--- src/rtl/rst_req_ctrl.sv ---
// Initiator side of a cross-domain reset handshake: stretches an active-low reset
// pulse into a target domain, waits for its ack to rise and fall, and reports Done or Error.
module rst_req_ctrl #(
    parameter int unsigned NUM_STAGES     = 2,
    parameter int unsigned PULSE_CYCLES   = 8,
    parameter int unsigned TIMEOUT_CYCLES = 255,
    parameter int unsigned CNT_WIDTH      = 8
) (
    input  logic CLK,
    input  logic RST,
    input  logic Req,
    input  logic Rst_Ack,
    output logic Domain_RST_n,
    output logic Busy,
    output logic Done,
    output logic Error
);

    localparam logic [1:0] S_IDLE     = 2'd0;
    localparam logic [1:0] S_ASSERT   = 2'd1;
    localparam logic [1:0] S_WAIT_ACK = 2'd2;
    localparam logic [1:0] S_RELEASE  = 2'd3;

    localparam logic [CNT_WIDTH-1:0] PULSE_LAST   = CNT_WIDTH'(PULSE_CYCLES - 1);
    localparam logic [CNT_WIDTH-1:0] TIMEOUT_LAST = CNT_WIDTH'(TIMEOUT_CYCLES - 1);
    localparam logic [CNT_WIDTH-1:0] CNT_ONE      = CNT_WIDTH'(1);

    logic [1:0]            r_state;
    logic [CNT_WIDTH-1:0]  r_cnt;
    logic [NUM_STAGES-1:0] r_sync;
    logic                  r_rst_n;
    logic                  r_busy;
    logic                  r_done;
    logic                  r_error;
    logic                  w_ack_s;
    logic [CNT_WIDTH-1:0]  w_cnt_inc;

    assign w_ack_s   = r_sync[NUM_STAGES-1];
    assign w_cnt_inc = r_cnt + CNT_ONE;

    always_ff @(posedge CLK or posedge RST) begin
        if (RST) begin
            r_sync <= '0;
        end else begin
            r_sync <= {r_sync[NUM_STAGES-2:0], Rst_Ack};
        end
    end

    always_ff @(posedge CLK or posedge RST) begin
        if (RST) begin
            r_state <= S_ASSERT;
            r_cnt   <= '0;
            r_rst_n <= 1'b0;
            r_busy  <= 1'b1;
            r_done  <= 1'b0;
            r_error <= 1'b0;
        end else begin
            r_done <= 1'b0;
            case (r_state)
                S_IDLE: begin
                    r_cnt <= '0;
                    if (Req) begin
                        r_state <= S_ASSERT;
                        r_rst_n <= 1'b0;
                        r_busy  <= 1'b1;
                        r_error <= 1'b0;
                    end else begin
                        r_rst_n <= 1'b1;
                        r_busy  <= 1'b0;
                    end
                end
                S_ASSERT: begin
                    if (r_cnt == PULSE_LAST) begin
                        r_cnt <= '0;
                        // An ack that is already high is taken on the WAIT_ACK entry edge,
                        // so the low pulse is exactly PULSE_CYCLES long.
                        if (w_ack_s) begin
                            r_state <= S_RELEASE;
                            r_rst_n <= 1'b1;
                        end else begin
                            r_state <= S_WAIT_ACK;
                        end
                    end else begin
                        r_cnt <= w_cnt_inc;
                    end
                end
                S_WAIT_ACK: begin
                    if (w_ack_s) begin
                        r_state <= S_RELEASE;
                        r_cnt   <= '0;
                        r_rst_n <= 1'b1;
                    end else if (r_cnt == TIMEOUT_LAST) begin
                        r_state <= S_IDLE;
                        r_cnt   <= '0;
                        r_rst_n <= 1'b1;
                        r_busy  <= 1'b0;
                        r_error <= 1'b1;
                    end else begin
                        r_cnt <= w_cnt_inc;
                    end
                end
                S_RELEASE: begin
                    if (!w_ack_s) begin
                        r_state <= S_IDLE;
                        r_cnt   <= '0;
                        r_busy  <= 1'b0;
                        r_done  <= 1'b1;
                    end else if (r_cnt == TIMEOUT_LAST) begin
                        r_state <= S_IDLE;
                        r_cnt   <= '0;
                        r_busy  <= 1'b0;
                        r_error <= 1'b1;
                    end else begin
                        r_cnt <= w_cnt_inc;
                    end
                end
                default: begin
                    r_state <= S_IDLE;
                    r_cnt   <= '0;
                    r_rst_n <= 1'b1;
                    r_busy  <= 1'b0;
                end
            endcase
        end
    end

    assign Domain_RST_n = r_rst_n;
    assign Busy         = r_busy;
    assign Done         = r_done;
    assign Error        = r_error;

endmodule

--- config.mk ---
export PLATFORM = sky130hd
export DESIGN_NAME = rst_req_ctrl
export DESIGN_NICKNAME = d
export VERILOG_FILES = /design/src/rtl/rst_req_ctrl.sv
export SDC_FILE = /design/constraint.sdc
export NUM_CORES = 1
export LEC_CHECK = 0
export CORE_AREA = 2 2 54 56
export CTS_CLUSTER_SIZE = 10
export DETAILED_ROUTE_END_ITERATION = 8
export DIE_AREA = 0 0 56 58
export SLEW_MARGIN = 20
export SYNTH_ARGS = -nofsm -noshare
export SYNTH_HDL_FRONTEND = slang
export SYNTH_SLANG_ARGS = --single-unit
--- constraint.sdc ---
create_clock -name CLK -period 2.65 [get_ports CLK]
set_input_delay 0.795 -clock CLK [delete_from_list [all_inputs] [get_ports CLK]]
set_output_delay 0.795 -clock CLK [all_outputs]
set_load 0.005 [all_outputs]
# After elaboration in Yosys (flattened, before gate mapping)
# Index checks and enable logic that the tools add are counted.
word_totals:
  register_bits: 16
  latch_bits: 0
  mem_bits_rw: 0
  romBits: 0
  input_bits: 4
  out_inout_bits: 4
  word_cells: 56
  memories: 0
op_classes:
  addsub: 1
  multipliers: 0
  div: 0
  magnitude_cmp: 0
  eq_ne: 11
  n_shift: 0
  n_mux: 30
  n_bitwise: 0
  reduce_logical: 7
ops:
  columns: ["cell", "count"]
  rows:
  - ["2-to-1 mux 8 bit", 4]
  - ["one-hot mux 8 bit (4 select lines)", 1]
  - ["2-to-1 mux 1 bit", 16]
  - ["2-to-1 mux 2 bit", 5]
  - ["inequality test 2 bit, second input constant", 5]
  - ["one-hot mux 1 bit (3 select lines)", 3]
  - ["adder 8 x 1 -> 8 bit, second input constant", 1]
  - ["== test 8 x 3 -> 1 bit, second input constant", 1]
  - ["== test 8 bit, second input constant", 1]
  - ["one-hot mux 2 bit (4 select lines)", 1]
  - ["AND reduction 4 bit", 2]
  - ["nonzero test 3 bit", 2]
  - ["== test 2 bit, second input constant", 2]
  - ["AND reduction 2 bit", 2]
  - ["inequality test 3 bit, second input constant", 1]
  - ["== test 2 x 1 -> 1 bit, second input constant", 1]
  - ["logical NOT 2 bit", 1]

# Logic depth before layout (Yosys ltp)
depth:
  ltp_word: 4
  depth_mapped: 7
  ltp_nobuf: 6

# Least setup slack after synthesis
# OpenSTA, ideal clock, no wires.
synth_timing:
  path_kind: "reg-to-reg"
  startpoint: "reg r_cnt[0]"
  endpoint: "reg r_rst_n (netlist: Domain_RST_n)"
  setup_ns: 0.128
  arrival_ns: 1.801
  required_ns: 2.522
  path_slack_ns: 0.722
  path_stages_with_launch: 6
  path_buffers: 0
  period_less_slack_ns: 1.928
  cell_sequence: "dfrtp_1 > ha_1 > or4b_4 > o41ai_2 > o311ai_1 > mux2_1"
synth_via:
  elab_chain_cells: 3
  elab_cells_between_ends: 5
  classes_between: "eq/ne: 4; reduce/logical: 1"
synth_lines:
  columns: ["element", "line_no", "source"]
  rows:
  - ["start: declaration", "29", "logic [CNT_WIDTH-1:0] r_cnt;"]
  - ["start signal: assignment", "84", "r_cnt <= w_cnt_inc;"]
  - ["start signal: assignment", "99", "r_cnt <= w_cnt_inc;"]
  - ["start signal: assignment", "114", "r_cnt <= w_cnt_inc;"]
  - ["== test 8 bit or == test 8 x 3 -> 1 bit (tied branches)", "92, 73", null]
  - ["inequality test 3 bit (no source line) or inequality test 2 bit (tied branches)", null, null]
  - ["AND reduction 4 bit (no source line) (*)", null, null]
  - ["end signal: assignment", "91", "r_rst_n <= 1'b1;"]
  - ["end signal: assignment", "95", "r_rst_n <= 1'b1;"]
  - ["end signal: assignment", "120", "r_rst_n <= 1'b1;"]
  - ["end: declaration", "31", "logic r_rst_n;"]
# Every way passes the cells marked *; elsewhere a longest branch is shown, timed or not.
# A chain may end at the register's enable or synchronous reset.

# Worst setup path in the final report
layout_timing:
  startpoint: "reg r_busy (netlist: Busy)"
  endpoint: "out Busy"
layout_rtl:
  columns: ["element", "line_no", "source"]
  rows:
  - ["start: declaration", "32", "logic r_busy;"]
  - ["start signal: assignment", "54", "r_busy <= 1'b1;"]
  - ["start signal: assignment", "65", "r_busy <= 1'b1;"]
  - ["start signal: assignment", "69", "r_busy <= 1'b0;"]
  - ["end: declaration", "14", "output logic Busy,"]
# No word-level cell between the ends.

==> flow_summary.toml <==
[synth]
yosysTopAreaCell = "dfrtp_1"
synth-edff-count = 0
ys_ff_latch = 16
synth_most_common_cell = "dfrtp_1"
ys_warn_count = 0
syn_avg_cell_area_sq_um = 10.1
syn_area_sq_um = 897
synth_ff_type = "dfrtp_1"
yosys-top-cells-count = "dfrtp_1, nor2_1, ha_1, inv_1"
synth.distinct_cells = 29
synth_top_area_frac = 0.391
synth_top_cells_by_area = "dfrtp_1, ha_1, dfstp_2"
synth.net_count = 100
syn-instance-count = 89
async_flop_share = 1.00
seq_area_frac_synth = 0.449

[global_routing]
grt_pass1_wl_mm = 2.82
grtUsageMet3 = 0.0246
use_met2 = 0.171
top_usage_layer = "met2"
grt.overflow.total = 0
grtUsageMet1 = 0.150
grt_max_degree = 17
antenna_found_initial = 0
track_usage = 0.111
first_global_vias = 628

[worst_hold_path]
hold_path_class = "reg -> reg"
holdPathStages = 0
min_from = "r_sync[0]$_DFF_PP0_"
whs_endpoint = "r_sync[1]$_DFF_PP0_"

[clocking]
path_clk_slew_ns = 0.09
cts_resized = 0
cts_hold_buffers = 0
h-tree-depth = 1
cts.path.max_buffers = 2
cts_root_buffer = "clkbuf_4"
clkSinkCount = 16
clkLatencyLatePin_ns = 0.29
numCtsBuffers = 3
cts_tree = "built"
postCtsSetupBuffers = 0

[place]
placed_area_sq_um = 995
portBuffers = 7
place_inst = 124
dpl.hpwl_mm = 1.19
gp_congestion = 0.775

[floorplanning]
fp.dieW_um = 56
die_h_um = 58
std_cell_rows = 19
coreArea_sq_um = 2660
start_util = 0.337
ios = 8
die_area_sq_um = 3250

[sta]
setup_viol = 0
finalHoldViolCount = 0
grt_setup_unrepaired = "no"
slew_violations = 0
fmax_mhz = 474
relSlewSlack = 0.607
finalCriticalPeriod_ns = 2.11
timing.hold.ws_ns = 0.360
tns_ns = 0
finalClockSkew_ns = 0.00154
worst_pin_slew_ns = 0.589
period_share = 0.796

[finish]
diodes = 0
design_area_sq_um = 1030
regArea_sq_um = 403
fill_cells = 271
layout-area-overhead-vs-synth_pct = 14.9
fin_cells = 128
drive_gt1_frac = 0.124
nets = 109
multiInputGateArea_sq_um = 457

[setup_path]
rr_endpoint = "Domain_RST_n$_DFFE_PP0P_"
arrival_ns = 1.31
worstReg2RegStart = "r_cnt[0]$_DFF_PP0_"
crit_path_cell_trace = "clkdlybuf4s50_1"
r2r_setup_slack_ns = 0.62
path_class = "reg -> out"
cpMaxStageDelayCell = "dfstp_2"
path_buf_inv = 1
cp_top_family = "flip-flops"
cp-start-kind = "flip-flop"
cp_max_fo = 2
worstSetupEndpointType = "output port"
slowest_delay_ns = 0.54
ff2ff_path_depth = 5
cp.required_ns = 1.86

[routing]
drtIter0Drc = 11
wire_per_inst_um = 12.1
via_count = 650
drtPass1Iterations = 4
drc = 0
viasPerCell = 5.08
postRouteAntennaNets = 0
wl_mm = 1.55

[power]
leakage_nw = 0.455
powerDensity_nw_per_um2 = 895
peakVddDrop_v = 0.000593

[flow_run]
cap_violations = 0

[outcome]
status = "complete, no violations"
[layer usage]
layer / wire (um) / vias up
met2: 695 / 16
met4: 30 / 0
met3: 72 / 5
met1: 746 / 303
met5: 0 / -
li1: - / 326
[metrics by stage]
| stage | util | setup slack [ns] | power, mW |
|---|---|---|---|
| finish | 0.387 | 0.540 | 0.923 |
| global route | 0.387 | 0.486 | 1.01 |
| CTS | 0.387 | 0.523 | 0.935 |
| floorplan | - | 0.722 | 0.656 |
| global placement | 0.374 | 0.627 | 0.767 |
| detailed placement | 0.374 | 0.602 | 0.770 |
[worst reg2reg max path: stages (launching register included)]
cell and delay (ns):
dfrtp_1 0.44, ha_1 0.25, or4b_4 0.50, o41ai_2 0.27
o311ai_1 0.15, mux2_1 0.33
[layout by cell type, fill, tap and decap left out, drive strengths merged, types with 3 or more instances in the layout]
cell           instances
inv                    7
ha                     7
clkdlybuf4s50          7
nand3                  5
o21ai                  5
nand2b                 3
dfrtp                 14
xor2                   5
clkbuf                 4
nor2                   9
nand2                  5
a21oi                  3
[how the worst max path moves through the flow]
| stage | end | slack, ns | depth (start not counted) | from |
|---|---|---|---|---|
| after CTS | Busy | 0.52 | 1 | Busy$_DFFE_PP1P_ |
| after detailed placement | Domain_RST_n$_DFFE_PP0P_ | 0.60 | 5 | r_cnt[0]$_DFF_PP0_ |
| after global routing | r_cnt[7]$_DFF_PP0_ | 0.49 | 5 | r_cnt[0]$_DFF_PP0_ |
| final | Busy | 0.54 | 1 | Busy$_DFFE_PP1P_ |
| after global placement | Domain_RST_n$_DFFE_PP0P_ | 0.63 | 5 | r_cnt[0]$_DFF_PP0_ |
| after floorplan | Domain_RST_n$_DFFE_PP0P_ | 0.72 | 5 | r_cnt[0]$_DFF_PP0_ |
[cells by family after synthesis]
| kind of cell | share of synthesized area |
|---|---|
| mux | 0.0251 |
| xor+xnor | 0.0586 |
| buf+inv | 0.0418 |
| flops | 0.449 |
| simple gates | 0.184 |
| fa+ha+maj | 0.0976 |
| compound gates | 0.144 |
[sequential cells by signal, indices dropped and copies added (netlist names)]
name and count:
Busy 1, Domain_RST_n 1, Done 1, Error 1
r_cnt 8, r_state 2, r_sync 2
[layout make-up]
type,instances,share of cell area
tap,31,0.0376
sequential,16,0.391
timing repair buffer,7,0.0680
inverter,7,0.0255
clock buffer,4,0.0352
multi-input combinational,63,0.443
[power breakdown]
group          total (mW)  internal [mW]  leakage (nW)  switching (mW)
combinational       0.401          0.191         0.230           0.211
sequential          0.358          0.307         0.204          0.0514
clock               0.163         0.0837        0.0210          0.0790
total               0.923          0.582         0.455           0.341
(Power assumes the default switching activity.)
==> RTL change, RTL diff (config.mk and constraints unchanged) <==
The parameter `CNT_WIDTH` goes from 8 to 6.
--- a/src/rtl/rst_req_ctrl.sv
+++ b/src/rtl/rst_req_ctrl.sv
@@ -5,5 +5,5 @@
     parameter int unsigned PULSE_CYCLES   = 8,
     parameter int unsigned TIMEOUT_CYCLES = 255,
-    parameter int unsigned CNT_WIDTH      = 8
+    parameter int unsigned CNT_WIDTH      = 6
 ) (
     input  logic CLK,
Function: same outputs for any inputs over 10 cycles, from zero or initial values and one cycle with RST high; that may be too few to reach the edited logic, so the function may still have changed.
==> RTL change against the original RTL <==
Power up 5.5%. Register-to-register slack better by 0.16 ns. Sequential power down 10%. Final cell count down 5.5%. Area after synthesis down 6.8%. Sequential cell count down 2. Synthesized cell count down 10%. Cell area down 5.6%. Routed wire length down 11%. Combinational power up 24%. Worst setup slack better by 0.0066 ns.
==> RTL change: results (changes against the original RTL) <==
| Metric | Value |
|---|---|
| Status | `completed` |
| Synth top cells by count | `12 x dfrtp_1, 10 x nor2_1, 7 x ha_1` |
| Metal3 WL | `36 µm (-50%)` |
| Postcts setup bufs | `0 (unchanged)` |
| Drt total wl | `1.38 mm (-11%)` |
| Max cap viols | `0 (unchanged)` |
| Post-CTS sizing | `0 (unchanged)` |
| Ant diodes | `0 (unchanged)` |
| Final setup skew | `0.00535 ns (+0.00381 ns)` |
| Slew HR | `64.2% (+3.5 points)` |
| Routability cong. | `0.784 (+1.1%)` |
| Largest net degree at the start of global routing | `15 (-2)` |
| Distinct cells, synth | `33 (+14%)` |
| CTS Buf Count | `3 (unchanged)` |
| Dpl hpwl | `1.09 mm (-8.2%)` |
| Post-synth ARST share | `100% (unchanged)` |
| Total track usage | `9.65% (-1.5 points)` |
| Max layer used | `met4` |
| Proportion of layout cells with a drive suffix above 1 | `20.0% (+7.6 points)` |
| Post-place setup slack | `0.593 ns (-0.00890 ns)` |
| Met2 wire len | `704 µm (+1.3%)` |
| P_sw | `359 µW (+5.4%)` |
| Drt via density | `4.87 (-4.1%)` |
| Post-synth top flop | `dfrtp_1` |
| Critical path's largest stage delay | `0.54 ns (about the same)` |
| Top delay family on crit path | `flip-flops` |
| Peak VDD IR | `0.470 mV (-21%)` |
| Post-synthesis sequential area ratio | `42.2% (-2.7 points)` |
| Violation count after the first detailed-route iteration | `12 (+1)` |
| Nets@finish | `102 (-6.4%)` |
| First-pass GRT wire length | `2.50 mm (-11%)` |
| Worst hold path class | `flip-flop to flip-flop` |
| Peak fanout along the critical path | `2 (unchanged)` |
| Top cells by area, synth | `dfrtp_1 36%, ha_1 10%, dfstp_2 6.3%` |
| Initial antenna violation count | `0 (unchanged)` |
| Clock Latency Late Sink | `0.28 ns` |
| Mapped Nets | `91 (-9.0%)` |
| Crit path max-delay cell type | `dfstp_2` |
| Max clock buf depth | `2 (unchanged)` |
| Worst endpoint data arrival time | `1.31 ns (about the same)` |
| Yosys Warn Count | `0 (unchanged)` |
| Root buf cell | `clkbuf_4` |
| Vias in the first global route | `566 (-9.9%)` |
| IO Port Bufs | `7 (unchanged)` |
| DRC viols | `0 (unchanged)` |
| Met1 wire length | `619 µm (-17%)` |
| Top flop regs | `r_cnt x6, r_state x2, r_sync x2` |
| H-tree levels | `1 (unchanged)` |
| DR pass1 iterations | `3 (-1)` |
| Clock Pin Slew Worst Setup and Hold Paths | `0.09 ns (about the same)` |
| Leak | `0.000431 µW (-5.2%)` |
[RTL change: stage by stage]
stage | area (µm²) | utilization, % | cells
finish | 973 | 36.6 | 121
global route | 973 | 36.6 | 121
CTS | 973 | 36.6 | 121
detailed placement | 937 | 35.2 | 117
global placement | 937 | 35.2 | 117
floorplan | 836 | - | 80
[RTL change: kinds of logic after synthesis]
logic type                 synth area share (%)
and+or+nand+nor                            18.6
AOI/OAI and AO/OA                          17.8
DFF                                        42.2
buffers and inverters                      3.59
adders and majority gates                  10.5
xor gates and xnor gates                   4.19
muxes                                      3.14
[RTL change: path summary, 6_finish.rpt]
| kind | startpoint | end | slack (ns) | cells after the start |
|---|---|---|---|---|
| max | Busy | Busy | 0.55 | 1 |
| min | r_sync[0] | r_sync[1] | 0.36 | 0 |
| max in group asynchronous | RST | r_state[0] | 1.43 | 2 |
| max reg2reg | r_state[0] | Domain_RST_n | 0.78 | 6 |
| min in group asynchronous | RST | r_cnt[5] | 0.85 | 2 |
| min reg2reg | r_sync[0] | r_sync[1] | 0.36 | 0 |
[RTL change: per-layer routing]
metal  up-vias  track usage (%)
li1        296                -
met1       283             11.5
met2         6             16.8
met3         4             1.56
met4         0             5.10
met5         -                0
[RTL change: power by group through the flow]
| stage | sequential [µW] | clock [µW] | combinational, µW |
|---|---|---|---|
| floorplan | 317 | 0 | 397 |
| global placement | 325 | 0 | 501 |
| detailed placement | 327 | 0 | 504 |
| CTS | 322 | 162 | 507 |
| global route | 329 | 168 | 559 |
| finish | 321 | 153 | 499 |
[RTL change: final cells by class]
| cell class | count | area [µm²] |
|---|---|---|
| fillers | 273 | 1690 |
| multi-input cells | 59 | 453 |
| flip-flops and latches | 14 | 353 |
| repair buffers | 7 | 70.1 |
| well taps | 31 | 38.8 |
| clock buffers | 4 | 36.3 |
| inverters | 6 | 22.5 |
